===== src/rtl/uart_pkg.sv =====
// Shared UART types: receive FSM state encoding and the oversample vote-tick helpers.
// Latency: none (types and constant functions only); backpressure: not applicable.
package uart_pkg;

    typedef enum logic [2:0] {
        IDLE,
        START,
        DATA,
        STOP,
        WAITIDLE
    } rx_state_t;

    localparam int DEFAULT_OVERSAMPLE = 16;
    localparam int DEFAULT_DATA_BITS  = 8;

    // Three samples straddle mid-bit; the vote becomes valid on the last of them.
    function automatic int sampleTickA(input int oversample);
        return oversample / 2 - 1;
    endfunction

    function automatic int sampleTickB(input int oversample);
        return oversample / 2;
    endfunction

    function automatic int voteTick(input int oversample);
        return oversample / 2 + 1;
    endfunction

endpackage


===== src/rtl/uart_rx_oversample_if.sv =====
// Receive-side bundle: baud tick and raw line in, received byte and status pulses out.
// Latency: wires only; backpressure: none, the consumer must take done/err every cycle.
interface uart_rx_oversample_if;
    logic       en;
    logic       in;
    logic [7:0] data;
    logic       done;
    logic       err;
    logic       busy;

    modport master (input en, input in, output data, output done, output err, output busy);
    modport slave  (output en, output in, input data, input done, input err, input busy);
endinterface


===== src/rtl/sync_2ff.sv =====
// Two-flop synchronizer for a single asynchronous level, with a selectable reset value.
// Latency: 2 clk; backpressure: none.
module sync_2ff #(
    parameter logic ResetVal = 1'b1
) (
    input  logic clk,
    input  logic reset,
    input  logic d,
    output logic q
);
    logic meta;

    always_ff @(posedge clk or posedge reset) begin
        if (reset) begin
            meta <= ResetVal;
            q    <= ResetVal;
        end else begin
            meta <= d;
            q    <= meta;
        end
    end
endmodule


===== src/rtl/uart_rx_oversample.sv =====
// Oversampling UART receiver: majority-voted bits, glitch and framing-error rejection.
// Latency: done 2 + Oversample*(1+DataBits) + Oversample/2+1 ticks after the start edge; no backpressure.
module uart_rx_oversample
    import uart_pkg::*;
#(
    parameter int Oversample = DEFAULT_OVERSAMPLE,
    parameter int DataBits   = DEFAULT_DATA_BITS
) (
    input logic                    clk,
    input logic                    reset,
    uart_rx_oversample_if.master   rxIf
);
    localparam int TW = $clog2(Oversample);
    localparam logic [TW-1:0] TICK_A    = TW'(sampleTickA(Oversample));
    localparam logic [TW-1:0] TICK_B    = TW'(sampleTickB(Oversample));
    localparam logic [TW-1:0] TICK_VOTE = TW'(voteTick(Oversample));
    localparam logic [TW-1:0] TICK_LAST = TW'(Oversample - 1);
    localparam logic [2:0]    BIT_LAST  = 3'(DataBits - 1);

    rx_state_t             state;
    rx_state_t             stateNext;
    logic [TW-1:0]         tick;
    logic [2:0]            bitIdx;
    logic                  sampA;
    logic                  sampB;
    logic [DataBits-1:0]   shiftReg;
    logic [7:0]            dataReg;
    logic                  doneReg;
    logic                  errReg;
    logic                  busyReg;
    logic                  inS;
    logic                  en;
    logic                  vote;
    logic                  atVote;
    logic                  atLast;

    assign en = rxIf.en;

    sync_2ff #(.ResetVal(1'b1)) inSync (
        .clk   (clk),
        .reset (reset),
        .d     (rxIf.in),
        .q     (inS)
    );

    always_comb begin
        vote      = (sampA & sampB) | (sampA & inS) | (sampB & inS);
        atVote    = en && (tick == TICK_VOTE);
        atLast    = en && (tick == TICK_LAST);
        stateNext = state;
        case (state)
            IDLE:     if (en && !inS) stateNext = START;
            START:    if (atVote && vote) stateNext = IDLE;
                      else if (atLast) stateNext = DATA;
            DATA:     if (atLast && bitIdx == BIT_LAST) stateNext = STOP;
            STOP:     if (atVote) stateNext = vote ? IDLE : WAITIDLE;
            WAITIDLE: if (en && inS) stateNext = IDLE;
            default:  stateNext = IDLE;
        endcase
    end

    always_ff @(posedge clk or posedge reset) begin
        if (reset) begin
            state    <= IDLE;
            tick     <= '0;
            bitIdx   <= '0;
            sampA    <= 1'b1;
            sampB    <= 1'b1;
            shiftReg <= '0;
            dataReg  <= '0;
            doneReg  <= 1'b0;
            errReg   <= 1'b0;
            busyReg  <= 1'b0;
        end else begin
            doneReg <= 1'b0;
            errReg  <= 1'b0;
            if (en) begin
                state   <= stateNext;
                busyReg <= (stateNext != IDLE);
                if (tick == TICK_A) sampA <= inS;
                if (tick == TICK_B) sampB <= inS;

                // Detecting tick counts as tick 0, so entering START lands on tick 1.
                case (stateNext)
                    IDLE, WAITIDLE: tick <= '0;
                    default:        tick <= (tick == TICK_LAST) ? '0 : tick + TW'(1);
                endcase

                if (state == START)
                    bitIdx <= '0;
                else if (state == DATA && tick == TICK_LAST && bitIdx != BIT_LAST)
                    bitIdx <= bitIdx + 3'd1;

                if (state == DATA && tick == TICK_VOTE)
                    shiftReg <= {vote, shiftReg[DataBits-1:1]};

                if (state == STOP && tick == TICK_VOTE) begin
                    if (vote) begin
                        dataReg <= 8'(shiftReg);
                        doneReg <= 1'b1;
                    end else begin
                        errReg <= 1'b1;
                    end
                end
            end
        end
    end

    assign rxIf.data = dataReg;
    assign rxIf.done = doneReg;
    assign rxIf.err  = errReg;
    assign rxIf.busy = busyReg;
endmodule

===== src/flat_wrapper.sv =====
// flat-port wrapper written by rule: the top's interface ports become plain ports
module uart_rx_oversample_flat import uart_pkg::*;
#(
    parameter int Oversample = DEFAULT_OVERSAMPLE,
    parameter int DataBits   = DEFAULT_DATA_BITS
)
  (clk, reset, rxIf_en, rxIf_in, rxIf_data, rxIf_done, rxIf_err, rxIf_busy);
  uart_rx_oversample_if rxIf_i ();
  input logic clk;
  input logic reset;
  input wire logic [$bits(rxIf_i.en)-1:0] rxIf_en;
  input wire logic [$bits(rxIf_i.in)-1:0] rxIf_in;
  output wire logic [$bits(rxIf_i.data)-1:0] rxIf_data;
  output wire logic [$bits(rxIf_i.done)-1:0] rxIf_done;
  output wire logic [$bits(rxIf_i.err)-1:0] rxIf_err;
  output wire logic [$bits(rxIf_i.busy)-1:0] rxIf_busy;
  assign rxIf_i.en = rxIf_en;
  assign rxIf_i.in = rxIf_in;
  assign rxIf_data = rxIf_i.data;
  assign rxIf_done = rxIf_i.done;
  assign rxIf_err = rxIf_i.err;
  assign rxIf_busy = rxIf_i.busy;
  uart_rx_oversample #(.Oversample(Oversample), .DataBits(DataBits)) u_core (.clk(clk), .reset(reset), .rxIf(rxIf_i));
endmodule

===== config.mk =====
export PLATFORM = sky130hd
export DESIGN_NAME = uart_rx_oversample_flat
export DESIGN_NICKNAME = d
export VERILOG_FILES = /design/src/rtl/uart_pkg.sv /design/src/rtl/uart_rx_oversample_if.sv /design/src/rtl/sync_2ff.sv /design/src/rtl/uart_rx_oversample.sv /design/src/flat_wrapper.sv
export SDC_FILE = /design/constraint.sdc
export NUM_CORES = 1
export LEC_CHECK = 0
export ABC_AREA = 0
export CORE_MARGIN = 3
export CORE_UTILIZATION = 58
export CTS_BUF_LIST = sky130_fd_sc_hd__clkbuf_8
export CTS_CLUSTER_SIZE = 20
export DETAILED_ROUTE_END_ITERATION = 16
export GPL_TIMING_DRIVEN = 1
export PLACE_DENSITY = 0.81
export SLEW_MARGIN = 20
export SYNTH_ARGS = -nofsm -noshare
export SYNTH_HDL_FRONTEND = slang
export SYNTH_HIERARCHICAL = 1
export SYNTH_SLANG_ARGS = --single-unit

===== constraint.sdc =====
create_clock -name clk -period 2.5 [get_ports clk]
set_input_delay 0.75 -clock clk [delete_from_list [all_inputs] [get_ports clk]]
set_output_delay 0.75 -clock clk [all_outputs]
set_load 0.01 [all_outputs]

==> impl_metrics.csv, run 1 <==
group,metric,value,unit
setup_path,worstPathRequired,2.66,ns
cts,postCtsSetupBuffers,0,
min_path,min_from,"u_core/inSync/meta$_DFF_PP1_",
cells_and_area,syn_to_final_growth,19.2,%
die,fp.coreArea,2500,µm²
die,row_count,18,
die,dieArea,3310,µm²
cts,clk_pin_slew,0.07,ns
logic_synthesis,synth_area_leader_cell,"dfrtp_1",
cts,cts-htree-levels,2,
cells_and_area,fin_util,73.4,%
cells_and_area,drive_gt1_share,27.5,%
cells_and_area,design_area,1840,µm²
sta,finalHoldViolCount,0,
cts,clk_path_buf_depth,2,
die,ios,15,
logic_synthesis,syn_nets,134,
setup_path,critPathKind,"primary input to flop",
sta,fin_crit_sh,93.0,%
logic_synthesis,syn_inst,125,
cts,hold_buffers,0,
placement,routabilityCongestion,0.833,
sta,setup_violations,0,
route,detailedRoute.firstIterationViolations,32,
logic_synthesis,synthMostInstantiatedCell,"dfrtp_1",
logic_synthesis,synthDistinctLibCells,33,
logic_synthesis,synthTopCellsByCount,"29 x dfrtp_1, 11 x mux2_2, 8 x a21oi_1, 8 x mux2_4, 8 x nor2_1",
logic_synthesis,syn_area,1540,µm²
die,start_util,61.6,%
global_route,grt_pass1_vias,1064,
cells_and_area,fillers,178,
sta,setup_ws,0.174,ns
setup_path,rr_worst_depth,6,
logic_synthesis,ys_warn_count,6,
logic_synthesis,synthFlopType,"dfrtp_1",
cells_and_area,insertedDiodeCount,0,
cells_and_area,fin_nets,157,
sta,slew_headroom,74.1,%
setup_path,cpMaxStageDelayCell,"clkdlybuf4s50_1",
route,vias,1020,
min_path,hold_class,"flop to flop",
job,drv_cap,0,
logic_synthesis,ys_ff_latch,33,
placement,io_buffer_count,14,
placement,dp_cells,171,
sta,period_needed,2.33,ns
sta,fmaxAchievable,0.430,GHz
setup_path,rr_startpoint,"u_core/tick[0]$_DFFE_PP0P_",
cells_and_area,final_cells,179,
setup_path,startpoint_type,"primary input",
route,dr.pass1.iters,4,
global_route,grt_start_max_net_pins,32,
die,die_width,57.5,µm
min_path,whs_endpoint,"u_core/inSync/q$_DFF_PP1_",
min_path,whs_path_depth,0,
sta,drv_slew,0,
cts,cts_root_buffer,"clkbuf_8",
sta,skew,0.00782,ns
die,die_y,57.5,µm
logic_synthesis,synth-edff-count,0,
placement,dp_hpwl,1.93,mm
setup_path,r2r_end,"u_core/bitIdx[0]$_DFFE_PP0P_",
route,wl_per_cell,15.8,µm
setup_path,path_cells,"clkdlybuf4s50_1 > and4b_1 > or3b_1 > inv_2 > nand2_4 > mux2_4",
outcome,status,"complete, no violations",
pwr,power_leakage,0.928,nW
placement,placed_cell_area,1750,µm²
logic_synthesis,synth_area_leaders,"dfrtp_1 47%, mux2_2 8.0%, mux2_4 7.8%, dfstp_2 6.8%, ha_1 4.1%",
global_route,grt_pass1_wl,4.84,mm
route,vias_per_cell,5.70,
cts,cts.sinks,33,
sta,rsz0062_at_grt,"no",
logic_synthesis,synth_top_area_share,47.1,%
global_route,antenna_found_initial,0,
setup_path,max_stage_delay,0.51,ns
cts,clock_latency,0.29,ns
cts,cts_buffers,5,
logic_synthesis,avgSynthCellArea,12.3,µm²
sta,worst_pin_slew,0.388,ns
route,drc_errors,0,
setup_path,end_kind,"flop",
logic_synthesis,synth_async_sr_flop_share,100,%
cts,cts_tree,"done",
setup_path,crit_fanout,9,
route,ant_nets,0,
global_route,gr-total-overflow,0,
placement,pre_cts_ws,-0.0968,ns
pwr,vdd_drop_max,0.000457,V
pwr,pwr_density_cell,672,nW/µm²
setup_path,reg2reg_setup_slack,0.38,ns
sta,whs,0.359,ns
global_route,grt.total_usage,19.6,%
route,wl,2.83,mm
logic_synthesis,ys_seq_area_share,53.9,%
cts,cts_resized,0,
setup_path,worstPathArrival,2.49,ns
-- cells by family after synthesis --
family                     synth area share [%]
AOI/OAI and AO/OA                          6.25
DFF                                        53.9
and+or+nand+nor                            14.3
adders and majority gates                  4.71
muxes                                      17.1
buffers and inverters                      3.66
-- stage by stage --
step | setup TNS, ns | power [W]
5_1_grt | 0 | 0.00129
4_1_cts | 0 | 0.00124
3_3_place_gp | -0.488 | 0.000827
6_report | 0 | 0.00123
3_5_place_dp | -0.825 | 0.000850
2_1_floorplan | 0 | 0.000778
-- critical path, delay by kind of cell --
kind	cells	cell delay, ns
buf+inv	2	0.59
simple gates	3	0.81
mux	1	0.34
-- placed cells by master, fill, tap and decap left out, types with 2 or more instances in the layout --
cell	count
dfrtp_1	29
clkdlybuf4s50_1	14
mux2_2	11
a21oi_1	8
nor2_1	8
mux2_4	8
nand2_1	7
inv_1	7
clkbuf_8	5
ha_1	5
buf_4	5
nand3_1	4
dfstp_2	4
o21ai_0	3
clkinv_2	2
nand2b_1	2
or3b_1	2
mux2i_1	2
a211oi_1	2
nor3_1	2
nor2b_1	2
and3_1	2
-- registers in the layout, summed over array words and instances (netlist names) --
signal / flops
u_core/sampA: 1
u_core/shiftReg: 8
u_core/sampB: 1
u_core/tick: 4
u_core/rxIf.data: 8
u_core/inSync/meta: 1
u_core/rxIf.done: 1
u_core/rxIf.err: 1
u_core/inSync/q: 1
u_core/state: 3
u_core/rxIf.busy: 1
u_core/bitIdx: 3
-- per-layer routing --
layer | vias up | track usage, % | wire [µm]
li1 | 482 | - | -
met2 | 23 | 33.1 | 1470
met5 | - | 0 | 0
met3 | 3 | 5.88 | 149
met4 | 0 | 8.94 | 18
met1 | 512 | 22.7 | 1200
-- worst max path at each step --
stage | from | to | slack (ns) | cells after the start
5_1_grt | rxIf_en | u_core/rxIf.data[5]$_DFFE_PP0P_ | 0.1 | 6
3_5_place_dp | rxIf_en | u_core/rxIf.data[6]$_DFFE_PP0P_ | -0.1 | 6
2_1_floorplan | rxIf_en | u_core/rxIf.data[0]$_DFFE_PP0P_ | 0.35 | 7
6_report | rxIf_en | u_core/rxIf.data[5]$_DFFE_PP0P_ | 0.17 | 6
3_3_place_gp | rxIf_en | u_core/rxIf.data[4]$_DFFE_PP0P_ | -0.06 | 6
4_1_cts | rxIf_en | u_core/rxIf.data[5]$_DFFE_PP0P_ | 0.18 | 6
-- layout make-up --
cell class | count | area, µm² | area share, %
sequential | 33 | 831 | 45.3
multi-input combinational | 80 | 653 | 35.6
timing repair buffer | 20 | 198 | 10.8
clock buffer | 5 | 68.8 | 3.75
tap | 30 | 37.5 | 2.04
inverter | 8 | 30.0 | 1.64
clock inverter | 3 | 17.5 | 0.954
-- where the power goes --
part | internal [W] | total (W) | switching (W) | leakage, nW
combinational | 0.0000921 | 0.000191 | 0.0000990 | 0.450
clock | 0.000192 | 0.000392 | 0.000200 | 0.0439
sequential | 0.000592 | 0.000650 | 0.0000577 | 0.434
Power figures use the tool's default switching activity.
==> run 2: changes to the inputs <==
Settings changed: CORE_UTILIZATION 58 to 60, PLACE_DENSITY 0.81 to 0.83.
Clock period 2.5 ns to 2.94 ns, I/O delays scaled along.
==> impl_metrics.csv, run 2 (synthesized netlist as in run 1, its figures left out) <==
group,metric,value,unit
setup_path,reg2reg_setup_slack,0.81,ns
cells_and_area,drive_gt1_share,26.0,%
global_route,grt_pass1_vias,981,
setup_path,rr_startpoint,"u_core/tick[0]$_DFFE_PP0P_",
setup_path,worstPathArrival,2.66,ns
cts,clock_latency,0.29,ns
cts,clk_pin_slew,0.07,ns
placement,routabilityCongestion,0.895,
sta,rsz0062_at_grt,"no",
cells_and_area,seqCellArea,831,µm²
global_route,grt.total_usage,19.3,%
cts,cts.sinks,33,
job,drv_cap,0,
sta,skew,0.00686,ns
global_route,grt_start_max_net_pins,32,
setup_path,critPathLaunch,"rxIf_en",
die,fp.coreArea,2320,µm²
global_route,antenna_found_initial,0,
global_route,use_met2,31.0,%
global_route,top_usage_layer,"met2",
die,die_width,56.7,µm
setup_path,worstPathRequired,3.10,ns
setup_path,cp-endpoint,"u_core/tick[3]$_DFFE_PP0P_",
cts,cts_resized,0,
die,dieArea,3210,µm²
sta,fmaxAchievable,0.399,GHz
placement,pre_cts_ws,0.159,ns
route,vias,1001,
pwr,pwr_density_cell,656,nW/µm²
placement,io_buffer_count,14,
cts,cts_tree,"done",
cells_and_area,multi_input_area,653,µm²
cts,cts_root_buffer,"clkbuf_8",
cts,hold_buffers,0,
pwr,vdd_drop_max,0.000798,V
setup_path,rr_worst_depth,6,
sta,slew_headroom,74.0,%
sta,fin_crit_sh,85.2,%
global_route,met3_usage,4.83,%
sta,period_needed,2.50,ns
route,detailedRoute.firstIterationViolations,14,
sta,finalHoldViolCount,0,
global_route,groute.layer.met1.usage,23.0,%
placement,dp_hpwl,1.92,mm
global_route,grt_pass1_wl,4.62,mm
sta,setup_ws,0.436,ns
die,row_count,17,
die,die_y,56.7,µm
sta,drv_slew,0,
route,ant_nets,0,
cells_and_area,insertedDiodeCount,0,
die,start_util,66.4,%
die,ios,15,
setup_path,crit_fanout,5,
cts,postCtsSetupBuffers,0,
cts,cts_buffers,5,
sta,tns,0,ns
sta,setup_violations,0,
setup_path,end_kind,"flop",
route,vias_per_cell,5.75,
cells_and_area,fillers,137,
cells_and_area,final_cell_mix,"29 x dfrtp_1, 14 x clkdlybuf4s50_1, 11 x mux2_2",
cts,clk_path_buf_depth,2,
pwr,power_leakage,0.933,nW
outcome,status,"complete, no violations",
sta,worst_pin_slew,0.390,ns
setup_path,critPathKind,"primary input to flop",
cells_and_area,fin_nets,154,
cts,cts-htree-levels,2,
route,wl_per_cell,15.5,µm
setup_path,r2r_end,"u_core/bitIdx[0]$_DFFE_PP0P_",
global_route,gr-total-overflow,0,
route,dr.pass1.iters,4,
cells_and_area,final_common_cell,"dfrtp_1",
cells_and_area,syn_to_final_growth,19.8,%
route,drc_errors,0,
setup_path,startpoint_type,"primary input",
min_path,hold_class,"flop to flop",
route,wl,2.71,mm
[run 2: changes by cell type in the layout (fill, tap and decap cells not counted)]
| cell | previous run | this run |
|---|---|---|
| buf_12 | 1 | 0 |
| buf_4 | 5 | 3 |
| bufinv_16 | 0 | 2 |
| clkinvlp_4 | 1 | 0 |
| clkinv_2 | 2 | 1 |
[run 2: how the worst min path moves through the flow]
stage	start	to	slack [ns]	cells past startpoint
global route	u_core/inSync/meta$_DFF_PP1_	u_core/inSync/q$_DFF_PP1_	0.37	0
finish	u_core/inSync/meta$_DFF_PP1_	u_core/inSync/q$_DFF_PP1_	0.36	0
global placement	u_core/inSync/meta$_DFF_PP1_	u_core/inSync/q$_DFF_PP1_	0.35	0
detailed placement	u_core/inSync/meta$_DFF_PP1_	u_core/inSync/q$_DFF_PP1_	0.35	0
floorplan	u_core/inSync/meta$_DFF_PP1_	u_core/inSync/q$_DFF_PP1_	0.35	0
CTS	u_core/inSync/meta$_DFF_PP1_	u_core/inSync/q$_DFF_PP1_	0.36	0
[run 2: final cells by class]
class | instances | share of cell area (%)
clock inverters | 3 | 3.53
repair buffers | 17 | 8.81
well taps | 28 | 1.90
flip-flops and latches | 33 | 45.0
inverters | 8 | 1.63
clock buffers | 5 | 3.73
multi-input cells | 80 | 35.4
[run 2: worst max-delay path, cell delays in order]
cell and delay [ns]:
clkdlybuf4s50_1 0.52, and4b_1 0.30, a211oi_1 0.11, nor4_2 0.35, nor2b_1 0.35, a22oi_1 0.14
[run 2: power by group]
| group | internal, W | switching (W) |
|---|---|---|
| logic | 0.0000724 | 0.0000826 |
| clock network | 0.000337 | 0.000167 |
| registers | 0.000504 | 0.0000483 |
[run 2: per-layer routing]
metal / part of all wire (%) / up-vias
met3: 3.9 / 8
met1: 43 / 490
met4: 2.7 / 0
li1: - / 480
met2: 50 / 23
met5: 0 / -
[run 2: per-stage QoR]
stage          utilization (%)  std cells  power (W)  cell area (µm²)  hold WS [ns]
2_1_floorplan                -        125   0.000662             1540         0.345
3_3_place_gp              73.8        166   0.000697             1710         0.349
3_5_place_dp              73.8        166   0.000714             1710         0.354
4_1_cts                   79.6        174    0.00122             1850         0.362
5_1_grt                   79.6        174    0.00127             1850         0.366
6_report                  79.6        174    0.00121             1850         0.365
